### src/rtl/ov7670_config.sv
// OV7670 register configuration sequencer.
// Walks a register-table ROM and issues one SCCB write per entry, waiting
// for each write to finish. The entry 16'hFFFF ends the sequence and the
// entry 16'hFFF0 inserts a fixed delay of DELAY_MS milliseconds.
// Optional feature macro: OV7670_CFG_RETRY_EN. When it is defined, a NACKed
// write is re-issued up to four attempts in total before err is set.
// When it is undefined, a NACK sets err at once and the sequencer moves on.
module ov7670_config #(
    parameter int unsigned CLK_FREQ_HZ = 25000000,
    parameter int unsigned DELAY_MS    = 10
) (
    input  logic        clk,
    input  logic        rst,
    input  logic        start,
    output logic [7:0]  rom_addr,
    input  logic [15:0] rom_dout,
    output logic        sccb_start,
    output logic [7:0]  sccb_addr,
    output logic [7:0]  sccb_data,
    input  logic        sccb_ready,
    input  logic        sccb_done,
    input  logic        sccb_nack,
    output logic        busy,
    output logic        done,
    output logic        err
);

    // The delay length is fixed when the design is built. A 64-bit product
    // keeps large clock rates from overflowing before the divide by 1000.
    localparam logic [63:0] DELAY_CYCLES_64 = (64'(DELAY_MS) * 64'(CLK_FREQ_HZ)) / 64'd1000;
    localparam logic [31:0] DELAY_CYCLES    = DELAY_CYCLES_64[31:0];
    localparam logic [31:0] DELAY_LAST      = (DELAY_CYCLES == 32'd0) ? 32'd0 : (DELAY_CYCLES - 32'd1);

    localparam logic [15:0] END_MARKER   = 16'hFFFF;
    localparam logic [15:0] DELAY_MARKER = 16'hFFF0;

    typedef enum logic [2:0] {
        IDLE,
        FETCH,
        DECODE,
        WRITE,
        WAIT_ACK,
        DELAY,
        DONE
    } state_t;

    state_t      state_q, state_d;
    logic [7:0]  rom_addr_q, rom_addr_d;
    logic [7:0]  sccb_addr_q, sccb_addr_d;
    logic [7:0]  sccb_data_q, sccb_data_d;
    logic        err_q, err_d;
    logic [31:0] delay_cnt_q, delay_cnt_d;
    logic        advance;

`ifdef OV7670_CFG_RETRY_EN
    logic [1:0]  attempt_q, attempt_d;
`endif

    // Next-state logic. Finished entries and finished delays share the
    // "advance" path, which stops at address 255 instead of wrapping.
    always_comb begin
        state_d     = state_q;
        rom_addr_d  = rom_addr_q;
        sccb_addr_d = sccb_addr_q;
        sccb_data_d = sccb_data_q;
        err_d       = err_q;
        delay_cnt_d = delay_cnt_q;
        sccb_start  = 1'b0;
        advance     = 1'b0;
`ifdef OV7670_CFG_RETRY_EN
        attempt_d   = attempt_q;
`endif

        case (state_q)
            IDLE, DONE: begin
                if (start) begin
                    err_d      = 1'b0;
                    rom_addr_d = 8'd0;
                    state_d    = FETCH;
                end
            end

            FETCH: begin
                state_d = DECODE;
            end

            DECODE: begin
                delay_cnt_d = 32'd0;
`ifdef OV7670_CFG_RETRY_EN
                attempt_d   = 2'd0;
`endif
                if (rom_dout == END_MARKER) begin
                    state_d = DONE;
                end else if (rom_dout == DELAY_MARKER) begin
                    state_d = DELAY;
                end else begin
                    sccb_addr_d = rom_dout[15:8];
                    sccb_data_d = rom_dout[7:0];
                    state_d     = WRITE;
                end
            end

            WRITE: begin
                if (sccb_ready) begin
                    sccb_start = 1'b1;
                    state_d    = WAIT_ACK;
                end
            end

            WAIT_ACK: begin
                if (sccb_done) begin
                    if (sccb_nack) begin
`ifdef OV7670_CFG_RETRY_EN
                        if (attempt_q != 2'd3) begin
                            attempt_d = attempt_q + 2'd1;
                            state_d   = WRITE;
                        end else begin
                            err_d   = 1'b1;
                            advance = 1'b1;
                        end
`else
                        err_d   = 1'b1;
                        advance = 1'b1;
`endif
                    end else begin
                        advance = 1'b1;
                    end
                end
            end

            DELAY: begin
                if (delay_cnt_q == DELAY_LAST) begin
                    delay_cnt_d = 32'd0;
                    advance     = 1'b1;
                end else begin
                    delay_cnt_d = delay_cnt_q + 32'd1;
                end
            end

            default: begin
                state_d = IDLE;
            end
        endcase

        if (advance) begin
            if (rom_addr_q == 8'hFF) begin
                state_d = DONE;
            end else begin
                rom_addr_d = rom_addr_q + 8'd1;
                state_d    = FETCH;
            end
        end
    end

    // State and datapath registers. Reset wins over everything else.
    always_ff @(posedge clk) begin
        if (rst) begin
            state_q     <= IDLE;
            rom_addr_q  <= 8'd0;
            sccb_addr_q <= 8'd0;
            sccb_data_q <= 8'd0;
            err_q       <= 1'b0;
            delay_cnt_q <= 32'd0;
        end else begin
            state_q     <= state_d;
            rom_addr_q  <= rom_addr_d;
            sccb_addr_q <= sccb_addr_d;
            sccb_data_q <= sccb_data_d;
            err_q       <= err_d;
            delay_cnt_q <= delay_cnt_d;
        end
    end

`ifdef OV7670_CFG_RETRY_EN
    // Attempt counter for the current entry; cleared when each entry is decoded.
    always_ff @(posedge clk) begin
        if (rst) begin
            attempt_q <= 2'd0;
        end else begin
            attempt_q <= attempt_d;
        end
    end
`endif

    assign rom_addr  = rom_addr_q;
    assign sccb_addr = sccb_addr_q;
    assign sccb_data = sccb_data_q;
    assign err       = err_q;
    assign busy      = (state_q != IDLE) && (state_q != DONE);
    assign done      = (state_q == DONE);

endmodule
### config.mk
export PLATFORM = sky130hd
export DESIGN_NAME = ov7670_config
export DESIGN_NICKNAME = d
export VERILOG_FILES = /design/src/rtl/ov7670_config.sv
export SDC_FILE = /design/constraint.sdc
export NUM_CORES = 1
export LEC_CHECK = 0
export CAP_MARGIN = 15
export CORE_MARGIN = 4
export CORE_UTILIZATION = 40
export DETAILED_ROUTE_END_ITERATION = 16
export SLEW_MARGIN = 20
export SYNTH_ARGS = -nofsm -noshare
export SYNTH_HDL_FRONTEND = slang
export SYNTH_SLANG_ARGS = --single-unit
### constraint.sdc
create_clock -name clk -period 2.42 [get_ports clk]
set_input_delay 0.363 -clock clk [delete_from_list [all_inputs] [get_ports clk]]
set_output_delay 0.363 -clock clk [all_outputs]
set_load 0.1 [all_outputs]
==> results.md <==
* Setup TNS Final at 0 ns
* Register bit count reported by yosys at 60
* Slew @ Worst Pin at 0.809 ns
* WL final at 8200 um
* Register area share after synthesis at 36.4%
* Crit. End Element: flop
* First-pass GRT wire length at 13900 um
* CTS root buf: clkbuf_8
* Outcome: complete, no violations
* Diode count at 0
* Register area at 1200 um^2
* Worst hold slack at roughly 0.43 ns
* Footprint of the multi-input gates at roughly 1900 um^2
* Critical Path RT at between 2 and 3 ns
* CP Launch Type: flop
* H-Tree Depth at 3
* F_max at 476 MHz
* Port-buffer cells at ~50
* Async set-or-reset flop fraction in the synthesized netlist at 0%
* Final RePlAce weighted congestion at 0.826
* Distinct cells, synth at a little under 60
* Final Max Slew Viols at 0
* Vias at about 3200
* Mean area per synthesized cell at 8.37 um^2
* Worst-path clk slew at about 0.08 ns
* Type of the worst setup path: flop to flop
* CP delay by family, top: simple AND/OR/NAND/NOR gates
* Flop pwr share at 39.4%
* Predominant post-synthesis flop cell: dfxtp_1
* Power density cells at 646 nW/um^2
* Post-route DRC at 0
* Min-Delay Path Class: input port to flop
* Die area at 9760 um^2
* Cells after Synth at 394
* Yosys warning count at 0
* Final number of setup-violating endpoints at 0
* CP max stage delay at 0.60 ns
* Initial antenna violation count at 0
* TritonCTS clock tree: yes
* Grt ovf at 0
* Commonest non-fill, non-tap cells in the layout: 58 x dfxtp_1, 43 x nand2_1, 39 x buf_4
* Fraction of layout instances using a drive strength above 1 at roughly 17%
* CP max FO at 5
* Drt via density at a little under 6
* Crit path buffers/inverters at 0
* Crit-path cells: ha_1 -> nand3_2 -> or4_4 -> or3_1 -> o21ai_1 -> a311oi_1
* Setup repair bufs after CTS at 0
* Pint at around 1.9 mW
* Die Y at 98.8 um
* Max-cap violations at 0
* DRT Pass-1 Iters at 4
* Row cnt at 32
* Minimum clock period at 2.10 ns
* Synth Cell Area at 3300 um^2
* Antenna-violating nets left at 0
* Leakage dissipation at between 1 and 1.5 nW
* Clock sinks at 60
* RSZ-0062 raised after global routing: false
* Clock power frac at 43.0%
* Fillers at 763
* Cts bufs inserted at 9
* IO Count at 50
* Crit path max-delay cell type: or4_4
* Post-synth net total at 418
* Core area at approximately 7900 um^2
* Comb power frac at 17.6%
* Worst IR Drop VDD at about 0.46 mV
* Initial Util at 41.8%
* Worst EP arrival at 2.32 ns
* Hold Fails Final Rpt at 0
* Nets@finish at 463
* Switching power at 751 uW
* Die Wd at 98.8 um
* Layout Skew at approximately 0.015 ns
* Pin count of the biggest net entering global routing at 50
* Dpl hpwl at around 5700 um
* Worst-Skew Late Latency at 0.35 ns
* Area Growth Syn to Fin at 24.1%
* Hold_buf cts at 0
* Sw frac at 28.4%
* 1st-iter DRT viols at between 150 and 200
* Worst rel slew slack at 46.0%
* Wire length per cell at around 15 um
* Number of global-route vias before repair at 2932
* Tcrit/Tclk final at 86.8%
* Post-synth EDFFs at 0
* Post_cts resized at 0
* Most common cell after layout, fill and taps aside: dfxtp_1
* CTS max path bufs at 2
* Global-route total usage across every layer at 17.1%
[synth_stat cells, drive strengths merged (2+ instances only)]
| master | instances | share of area [%] |
|---|---|---|
| mux2i | 20 | 6.1 |
| nor4 | 7 | 1.8 |
| ha | 2 | 0.76 |
| nor2b | 4 | 0.76 |
| dfxtp | 60 | 36 |
| a22oi | 3 | 1.1 |
| o311ai | 2 | 0.53 |
| o221ai | 4 | 1.1 |
| a311oi | 23 | 6.1 |
| and3 | 8 | 1.6 |
| or3 | 4 | 0.76 |
| nor3 | 10 | 1.8 |
| a41oi | 8 | 2.1 |
| o21ai | 21 | 3.2 |
| clkbuf | 10 | 1.1 |
| o211ai | 2 | 0.46 |
| a31oi | 9 | 1.7 |
| nand2 | 43 | 4.9 |
| o22ai | 3 | 0.57 |
| buf | 19 | 3.3 |
| a21oi | 19 | 3.2 |
| nand3 | 19 | 3.8 |
| inv | 11 | 1.3 |
| and2 | 4 | 0.76 |
| nor2 | 36 | 4.1 |
| nand4 | 13 | 2.7 |
| nand2b | 5 | 0.95 |
| a211oi | 4 | 1.1 |
| and4 | 5 | 1.4 |
| a221oi | 2 | 0.53 |
| or4 | 2 | 0.57 |
[final cells by class]
type | count | share of cell area (%)
Clock buffer | 12 | 3.79
Clock inverter | 4 | 2.32
Inverter | 11 | 1.01
Multi-Input combinational cell | 294 | 46.7
Sequential cell | 60 | 29.4
Tap cell | 102 | 3.12
Timing Repair Buffer | 63 | 13.6
[worst reg2reg max path, cell delays in order (launching register included)]
cell and delay (ns):
dfxtp_1 0.40, ha_1 0.25, nand3_2 0.16, or4_4 0.60
or3_1 0.38, o21ai_1 0.12, a311oi_1 0.09
[worst paths after layout]
check | cells after the start | from | end | slack [ns]
worst max register to register | 6 | delay_cnt_q[0] | delay_cnt_q[26] | 0.32
worst min register to register | 1 | rom_addr[0] | rom_addr[0] | 0.48
worst max-delay path | 6 | delay_cnt_q[0] | delay_cnt_q[26] | 0.32
worst min-delay path | 2 | rst | delay_cnt_q[0] | 0.43
[kinds of logic after synthesis]
group                    share of synthesized area [%]
multiplexers                                      6.07
flip-flops                                        36.4
XOR/XNOR                                         0.266
AO/OA/AOI/OAI                                     23.7
adder cells (fa/ha/maj)                          0.759
AND/OR/NAND/NOR                                   27.1
buffers and inverters                             5.69
[through the flow]
step	total power, mW	setup WS, ns	area, um^2	cells	utilization (%)
final	2.65	0.320	4090	546	51.9
after global routing	2.74	0.212	4090	546	51.9
after CTS	2.68	0.314	4090	546	51.9
after floorplan	1.40	0.0922	3300	394	-
after detailed placement	1.53	0.00457	3840	530	48.7
after global placement	1.53	0.105	3840	530	48.7
[state kept, by name, summed over array words and instances (netlist names)]
| register | flops |
|---|---|
| err | 1 |
| sccb_addr | 8 |
| sccb_data | 8 |
| rom_addr | 8 |
| delay_cnt_q | 32 |
| state_q | 3 |
[power by group through the flow]
| stage | Clock, mW | Combinational (mW) | Sequential, mW |
|---|---|---|---|
| global placement | 0 | 0.463 | 1.06 |
| global route | 1.20 | 0.494 | 1.05 |
| finish | 1.14 | 0.466 | 1.04 |
| CTS | 1.17 | 0.468 | 1.04 |
| detailed placement | 0 | 0.467 | 1.06 |
| floorplan | 0 | 0.199 | 1.20 |
[layer usage]
layer	vias to the layer above	global-route usage (%)	routed length (um)
met5	-	0	0
met1	1476	21.6	3900
met3	12	4.74	383
met2	83	27.9	3820
met4	0	5.78	99
li1	1588	-	-
(Power assumes the default switching activity.)
